`src/rtl/fetch_pc_unit_if.sv`:
```
// Instruction-memory request/response bus between the fetch stage and imem.
interface fetch_pc_unit_if #(
    parameter int unsigned BITS = 63
);
    logic            imem_req;
    logic [BITS:0]   imem_addr;
    logic            imem_ready;
    logic [31:0]     imem_rdata;

    modport master (
        output imem_req,
        output imem_addr,
        input  imem_ready,
        input  imem_rdata
    );

    modport slave (
        input  imem_req,
        input  imem_addr,
        output imem_ready,
        output imem_rdata
    );
endinterface

```
`src/rtl/fetch_pc_unit.sv`:
```
// PC register and single-outstanding instruction fetch stage (FETCH/HOLD).
// Optional FETCH_MISALIGN_CHK_EN blocks PC commits of misaligned addresses.
module fetch_pc_unit #(
    parameter int unsigned     BITS       = 63,
    parameter logic [BITS:0]   RESET_ADDR = '0,
    parameter int unsigned     CNT_W      = 32
) (
    input  logic               clk,
    input  logic               reset,
    input  logic [BITS:0]      next_addr,
    input  logic               pc_write,
    output logic [BITS:0]      pc,
    output logic [BITS:0]      pc_plus4,
    fetch_pc_unit_if.master    imem,
    output logic [31:0]        instr,
    output logic               instr_valid,
`ifdef FETCH_MISALIGN_CHK_EN
    output logic               misaligned,
`endif
    output logic [CNT_W-1:0]   fetch_count
);

    localparam int unsigned AW = BITS + 1;

    localparam logic [0:0] FETCH = 1'b0;
    localparam logic [0:0] HOLD  = 1'b1;

    logic [0:0]       state;
    logic [0:0]       state_nxt;
    logic [BITS:0]    pc_nxt;
    logic [31:0]      instr_nxt;
    logic             valid_nxt;
    logic [CNT_W-1:0] cnt_nxt;
`ifdef FETCH_MISALIGN_CHK_EN
    logic             mis_nxt;
`endif

    // Request is combinational so it drops in the very cycle reset is high.
    assign imem.imem_req  = (state == FETCH) && !reset;
    assign imem.imem_addr = pc;
    assign pc_plus4       = pc + AW'(4);

    always_ff @(posedge clk) begin
        if (reset) begin
            state       <= FETCH;
            pc          <= RESET_ADDR;
            instr       <= '0;
            instr_valid <= 1'b0;
            fetch_count <= '0;
`ifdef FETCH_MISALIGN_CHK_EN
            misaligned  <= 1'b0;
`endif
        end else begin
            state       <= state_nxt;
            pc          <= pc_nxt;
            instr       <= instr_nxt;
            instr_valid <= valid_nxt;
            fetch_count <= cnt_nxt;
`ifdef FETCH_MISALIGN_CHK_EN
            misaligned  <= mis_nxt;
`endif
        end
    end

    // Next-state logic; pc_write is only honoured once an instruction is held.
    always_comb begin
        state_nxt = state;
        pc_nxt    = pc;
        instr_nxt = instr;
        valid_nxt = instr_valid;
        cnt_nxt   = fetch_count;
`ifdef FETCH_MISALIGN_CHK_EN
        mis_nxt   = misaligned;
`endif
        case (state)
            FETCH: begin
                valid_nxt = 1'b0;
                if (imem.imem_ready) begin
                    instr_nxt = imem.imem_rdata;
                    valid_nxt = 1'b1;
                    cnt_nxt   = fetch_count + CNT_W'(1);
                    state_nxt = HOLD;
                end
            end
            HOLD: begin
                valid_nxt = 1'b1;
                if (pc_write) begin
`ifdef FETCH_MISALIGN_CHK_EN
                    if (next_addr[1:0] != 2'b00) begin
                        mis_nxt = 1'b1;
                    end else begin
                        mis_nxt   = 1'b0;
                        pc_nxt    = next_addr;
                        valid_nxt = 1'b0;
                        state_nxt = FETCH;
                    end
`else
                    pc_nxt    = next_addr;
                    valid_nxt = 1'b0;
                    state_nxt = FETCH;
`endif
                end
            end
            default: begin
                state_nxt = FETCH;
                valid_nxt = 1'b0;
            end
        endcase
    end

endmodule

```
`src/flat_wrapper.sv`:
```
// flat-port wrapper written by rule: the top's interface ports become plain ports
module fetch_pc_unit_flat 
#(
    parameter int unsigned     BITS       = 63,
    parameter logic [BITS:0]   RESET_ADDR = '0,
    parameter int unsigned     CNT_W      = 32
)
  (clk, reset, next_addr, pc_write, pc, pc_plus4, instr, instr_valid, fetch_count, imem_imem_req, imem_imem_addr, imem_imem_ready, imem_imem_rdata);
  fetch_pc_unit_if #(.BITS(BITS)) imem_i ();
  input  logic clk;
  input  logic reset;
  input  logic [BITS:0] next_addr;
  input  logic pc_write;
  output logic [BITS:0] pc;
  output logic [BITS:0] pc_plus4;
  output logic [31:0] instr;
  output logic instr_valid;
  output logic [CNT_W-1:0] fetch_count;
  output wire logic [$bits(imem_i.imem_req)-1:0] imem_imem_req;
  output wire logic [$bits(imem_i.imem_addr)-1:0] imem_imem_addr;
  input wire logic [$bits(imem_i.imem_ready)-1:0] imem_imem_ready;
  input wire logic [$bits(imem_i.imem_rdata)-1:0] imem_imem_rdata;
  assign imem_imem_req = imem_i.imem_req;
  assign imem_imem_addr = imem_i.imem_addr;
  assign imem_i.imem_ready = imem_imem_ready;
  assign imem_i.imem_rdata = imem_imem_rdata;
  fetch_pc_unit #(.BITS(BITS), .RESET_ADDR(RESET_ADDR), .CNT_W(CNT_W)) u_core (.clk(clk), .reset(reset), .next_addr(next_addr), .pc_write(pc_write), .pc(pc), .pc_plus4(pc_plus4), .imem(imem_i), .instr(instr), .instr_valid(instr_valid), .fetch_count(fetch_count));
endmodule
```
`config.mk`:
```
export PLATFORM = sky130hd
export DESIGN_NAME = fetch_pc_unit_flat
export DESIGN_NICKNAME = d
export VERILOG_FILES = /design/src/rtl/fetch_pc_unit_if.sv /design/src/rtl/fetch_pc_unit.sv /design/src/flat_wrapper.sv
export SDC_FILE = /design/constraint.sdc
export NUM_CORES = 1
export LEC_CHECK = 0
export CORE_UTILIZATION = 35
export DETAILED_ROUTE_END_ITERATION = 16
export PLACE_DENSITY = 0.74
export SLEW_MARGIN = 20
export SYNTH_ARGS = -nofsm -noshare
export SYNTH_HDL_FRONTEND = slang
export SYNTH_SLANG_ARGS = --single-unit
```
`constraint.sdc`:
```
create_clock -name clk -period 2.1 [get_ports clk]
set_input_delay 0.525 -clock clk [delete_from_list [all_inputs] [get_ports clk]]
set_output_delay 0.525 -clock clk [all_outputs]
set_load 0.01 [all_outputs]
```
==> results_dict.tcl, run 1 <==
set metrics [dict create \
    num_io_pins 358 \
    grt_pass1_wl_mm 37.47 \
    drv_cap 0 \
    synth_cells 822 \
    final_cells 1472 \
    grt_start_max_net_pins 130 \
    cts-htree-levels 4 \
    antenna-diode-count 0 \
    timing.final.ws_setup_ps -660.7 \
    grt_overflow_total 0 \
    yosys_register_bits 129 \
    required_ps 1570 \
    multiInputGateArea_um2 3780 \
    yosysTopAreaCellShare_pct 39.86 \
    ctsHoldBuffers 0 \
    most-common-layout-cells "clkdlybuf4s50_1, nand2_1, buf_4" \
    clock_path_buffers 2 \
    cp-startpoint "u_core.imem.imem_addr[9]" \
    leakage_nw 5.191 \
    vias_per_cell 4.901 \
    clk_latency_ps 410 \
    final_common_cell "clkdlybuf4s50_1" \
    clk_pin_slew_ps 60 \
    finClkSkew_ps 5.659 \
    antenna_found_initial 0 \
    final-setup-viol-count 57 \
    grtUsageTotal_pct 24.56 \
    cp_max_fo 8 \
    start_util_pct 35.94 \
    r2r-start "u_core.fetch_count[0]" \
    ys_warn_count 0 \
    drcViolationCount 0 \
    path_class "reg2out" \
    path_cells "and4_4 > nand4_4 > nor4_4 > buf_6 > buf_12 > buf_16 > nand4_1 > xnor2_2 > buf_2" \
    cts_tree "done" \
    start_kind "register" \
    fin_crit_ps 2761 \
    ys_seq_area_share_pct 39.86 \
    area_growth_pct 85.01 \
    drtAntennaViolNets 0 \
    fin_crit_sh_pct 131.5 \
    synth.distinct_cells 35 \
    dieArea_um2 19060 \
    ctsRootBufferMaster "clkbuf_16" \
    dieHeight_um 138.1 \
    wl_per_cell_um 16.32 \
    io_buffers 357 \
    grt_pass1_vias 6884 \
    worstMarginPinSlew_ps 582.1 \
    rsz0062_at_grt "true" \
    fin_nets 1332 \
    maxSlewViolCount 0 \
    min_from "u_core.instr[29]" \
    place_inst 1399 \
    dp_hpwl_mm 16.53 \
    syn_area_um2 6479 \
    cts_made_buffers 17 \
    netlist_top_cells_area "dfxtp_1, nand2_1, xnor2_1" \
    violations "setup timing" \
    hold_viol 0 \
    vias 7215 \
    cts_sinks 129 \
    cp.arrival_ps 2240 \
    worstSetupEndpointType "output pin" \
    status "finished, violations left" \
    final_core_util_pct 66.50 \
    synth_nets 924 \
    rows 49 \
    routed_wl_mm 24.02 \
    dr.pass1.iters 4 \
    seq_area_um2 2678 \
    yosys.area.top_type "dfxtp_1" \
    avgSynthCellArea_um2 7.882 \
    hold_class "reg2reg" \
    die_x_um 138.1 \
    place_ws_ps -607.5 \
    worst_path_max_delay_cell "dfxtp_4" \
    relSlewSlack_pct 61.19 \
    peakVddDrop_mv 0.5083 \
    gp_congestion 0.8647 \
    drt_iter0_drc 303 \
    fillers 1475 \
    coreArea_um2 18020 \
    power.density_nw_per_um2 545.9 \
    hold-worst-slack_ps 451.2 \
    report.power.total_mw 6.543 \
    max_stage_delay_ps 340 \
    clock.fmax_mhz 362.2 \
    drive_gt1_share_pct 29.36 \
]
final timing paths:
kind                                                to  slack [ps]  cells after the start
worst max-delay path                      pc_plus4[45]        -660                      9
worst min-delay path                  u_core.instr[29]         450                      2
worst max register to register  u_core.fetch_count[22]         370                      7
worst min register to register        u_core.instr[29]         450                      2
registers in the layout, summed over array words and instances, names as in the netlist:
name and flops:
u_core.instr 32, u_core.imem.imem_addr 64, u_core.fetch_count 32, u_core.instr_valid 1
cells by family after synthesis:
group	Yosys count	synth area share (%)
flops	129	39.86
fa+ha+maj	2	0.3862
simple gates	390	28.95
xor+xnor	90	12.17
buf+inv	112	10.99
compound gates	99	7.648
layout make-up:
class,count,area share [%]
Timing Repair Buffer,498,38.86
Multi-Input combinational cell,581,31.53
Clock inverter,15,1.232
Sequential cell,129,22.34
Inverter,3,0.09395
Tap cell,229,2.390
Clock buffer,17,3.549
worst max-delay path: cells and delay by family, from the launching register on:
family,cells,cell delay (ps)
xor gates and xnor gates,1,160
and+or+nand+nor,4,800
DFF,1,340
buffers and inverters,4,530
Yosys cell counts, drive strengths merged:
master	number
and3	19
dfxtp	129
nand3	29
nand2b	1
nor2b	1
xor2	33
buf	73
a21oi	98
clkbuf	36
nor4	4
nor2	42
nand4	38
or3	1
inv	3
o21ai	1
and2	9
nand4b	6
nand2	221
nor3	5
ha	2
and4	14
xnor2	57
through the flow:
stage | instance area, um2 | setup TNS, ps
finish | 11990 | -27760
CTS | 11710 | -27800
detailed placement | 10910 | -23090
global placement | 10910 | -22160
floorplan | 6892 | -2085
global route | 11990 | -33470
layer usage:
layer	GRT usage, %	vias to the layer above	routed length [um]
li1	-	3490	-
met1	28.10	3430	9419
met2	44.08	256	12490
met3	5.992	39	1488
met4	8.907	0	622
met5	0	-	0
repair_timing:
| action | 4_1_cts | 5_1_grt |
|---|---|---|
| resized for setup | 297 | 47 |
| pin swaps | 46 | 36 |
| gates cloned | 3 | 0 |
| buffers inserted | 25 | 17 |
| endpoints found under the setup margin | 63 | 64 |
power breakdown:
part	internal, mW	total (mW)	switching [mW]	leakage [nW]
sequential	2.53	2.58	0.0567	1.07
clock	1.66	2.85	1.19	0.277
combinational	0.620	1.11	0.489	3.84
total	4.81	6.54	1.74	5.19
(Power assumes the default switching activity.)
==> inputs of run 2 (changes only) <==
--- a/config.mk
+++ b/config.mk
@@ -5,9 +5,11 @@
 export SDC_FILE = /design/constraint.sdc
 export NUM_CORES = 1
 export LEC_CHECK = 0
-export CORE_UTILIZATION = 35
+export CORE_AREA = 2 2 139 141
+export CTS_BUF_LIST = sky130_fd_sc_hd__clkbuf_4 sky130_fd_sc_hd__clkbuf_8
 export DETAILED_ROUTE_END_ITERATION = 16
-export PLACE_DENSITY = 0.74
+export DIE_AREA = 0 0 141 143
+export PLACE_DENSITY = 0.7
 export SLEW_MARGIN = 20
 export SYNTH_ARGS = -nofsm -noshare
 export SYNTH_HDL_FRONTEND = slang
==> constraint.sdc (replaced) <==
create_clock -name clk -period 2.9 [get_ports clk]
set_input_delay 0.725 -clock clk [delete_from_list [all_inputs] [get_ports clk]]
set_output_delay 0.725 -clock clk [all_outputs]
set_load 0.01 [all_outputs]
==> results_dict.tcl, run 2 (same netlist as run 1, synthesis figures left out) <==
set metrics [dict create \
    status "completed" \
    dieHeight_um 143 \
    ctsRootBufferMaster "clkbuf_8" \
    cp-startpoint "u_core.imem.imem_addr[11]" \
    worstSetupEndpointType "output pin" \
    dp_hpwl_mm 17.25 \
    drtAntennaViolNets 0 \
    cts_sinks 129 \
    grt_pass1_vias 6490 \
    io_buffers 357 \
    crit_end "pc_plus4[59]" \
    vias 6852 \
    fin_crit_ps 2877 \
    hold_viol 0 \
    leakage_nw 4.310 \
    clock_path_buffers 2 \
    cts_tree "done" \
    cts_made_buffers 17 \
    hold_class "reg2reg" \
    reg2reg_to "u_core.fetch_count[31]" \
    clock.fmax_mhz 347.6 \
    worst_path_max_delay_cell "dfxtp_2" \
    report.power.total_mw 4.183 \
    path_class "reg2out" \
    area_growth_pct 67.65 \
    finClkSkew_ps 11.19 \
    grt_overflow_total 0 \
    dr.pass1.iters 5 \
    postPlaceCellArea_um2 10330 \
    final-setup-viol-count 0 \
    fin_crit_sh_pct 99.20 \
    ctsHoldBuffers 0 \
    cts-htree-levels 4 \
    die_x_um 141 \
    grt_start_max_net_pins 69 \
    coreArea_um2 18580 \
    cp_max_fo 6 \
    drv_cap 0 \
    final_core_util_pct 58.46 \
    power.density_nw_per_um2 385.1 \
    worstMarginPinSlew_ps 766.0 \
    vias_per_cell 4.772 \
    grt_pass1_wl_mm 35.84 \
    fin_nets 1290 \
    relSlewSlack_pct 48.93 \
    drt_iter0_drc 251 \
    start_util_pct 34.87 \
    gp_congestion 0.8929 \
    r2r_slack_ps 1040 \
    path_cells "and4_4 > nand2_4 > nor4_4 > buf_12 > buf_12 > buf_8 > nand4_1 > xnor2_1 > buf_2" \
    design_area_um2 10860 \
    rows 50 \
    clk_latency_ps 440 \
    drcViolationCount 0 \
    largest_register_ffs 64 \
    antenna_found_initial 1 \
    clk_pin_slew_ps 80 \
    cp.arrival_ps 2150 \
    grtUsageTotal_pct 22.47 \
    wl_per_cell_um 16.34 \
    rsz0062_at_grt "true" \
    drive_gt1_share_pct 18.32 \
    start_kind "register" \
    most-common-layout-cells "clkdlybuf4s50_1, nand2_1, dfxtp_1" \
    final_common_cell "clkdlybuf4s50_1" \
    final_cells 1436 \
    required_ps 2170 \
    place_inst 1386 \
    r2r-start "u_core.fetch_count[12]" \
    path_common_cell "buf_12" \
    num_io_pins 358 \
    max_stage_delay_ps 330 \
    dieArea_um2 20160 \
    peakVddDrop_mv 0.3757 \
    rr_worst_depth 5 \
    routed_wl_mm 23.46 \
    hold-worst-slack_ps 455.8 \
    maxSlewViolCount 0 \
]
## run 2: cell count changes in the layout (fill, tap and decap cells not counted), sizes merged, moves of 5 or more
| cell | before | now |
|---|---|---|
| buf | 201 | 135 |
| clkdlybuf4s50 | 283 | 300 |
| clkbuf | 17 | 23 |
| inv | 11 | 5 |
| dlygate4sd2 | 5 | 10 |
| dlymetal6s2s | 9 | 4 |
## run 2: area by class of cell
type | instances | area [um2]
inverters | 3 | 11.26
diodes | 1 | 2.502
clock buffers | 19 | 255.2
clock inverters | 13 | 136.4
repair buffers | 456 | 4258
flip-flops and latches | 129 | 2605
multi-input cells | 581 | 3301
well taps | 234 | 292.8
fillers | 1704 | 7719
## run 2: per-stage QoR
stage / setup TNS [ps] / setup slack (ps)
4_1_cts: -456.4 / -57.95
6_report: 0 / 23.30
3_3_place_gp: -75.92 / -22.97
3_5_place_dp: -133.6 / -26.50
2_1_floorplan: 0 / 240.7
5_1_grt: -1270 / -117.6
## run 2: how the worst min path moves through the flow
stage	end	start	depth (start not counted)	slack [ps]
2_1_floorplan	u_core.instr[0]	u_core.instr[0]	2	480
3_3_place_gp	u_core.instr[26]	u_core.instr[26]	2	440
3_5_place_dp	u_core.instr[1]	u_core.instr[1]	2	450
4_1_cts	u_core.instr[1]	u_core.instr[1]	2	460
5_1_grt	u_core.instr[24]	u_core.instr[24]	2	470
6_report	u_core.instr[26]	u_core.instr[26]	2	460
## run 2: power breakdown
| part | switching [mW] | internal, mW | leakage [nW] |
|---|---|---|---|
| sequential | 0.0457 | 1.84 | 1.06 |
| combinational | 0.337 | 0.427 | 3.06 |
| clock | 0.743 | 0.795 | 0.192 |
## run 2: routing by layer
| metal | GRT usage, % | vias up | routed length, um |
|---|---|---|---|
| met5 | 0 | - | 0 |
| met4 | 6.263 | 0 | 457 |
| met3 | 7.612 | 28 | 1765 |
| met2 | 38.77 | 257 | 11560 |
| met1 | 26.75 | 3169 | 9675 |
| li1 | - | 3398 | - |
## run 2: worst max-delay path: cells and delay by family (launching register included)
kind,cells,cell delay [ps]
buffers and inverters,4,510
DFF,1,330
and+or+nand+nor,4,730
xor gates and xnor gates,1,140
## run 2: what timing repair did
action,4_1_cts,5_1_grt
gates resized for setup,192,47
hold endpoints to repair,0,0
buffers inserted,12,4
endpoints found under the setup margin,53,44
pin swaps,13,26
gates cloned,2,0
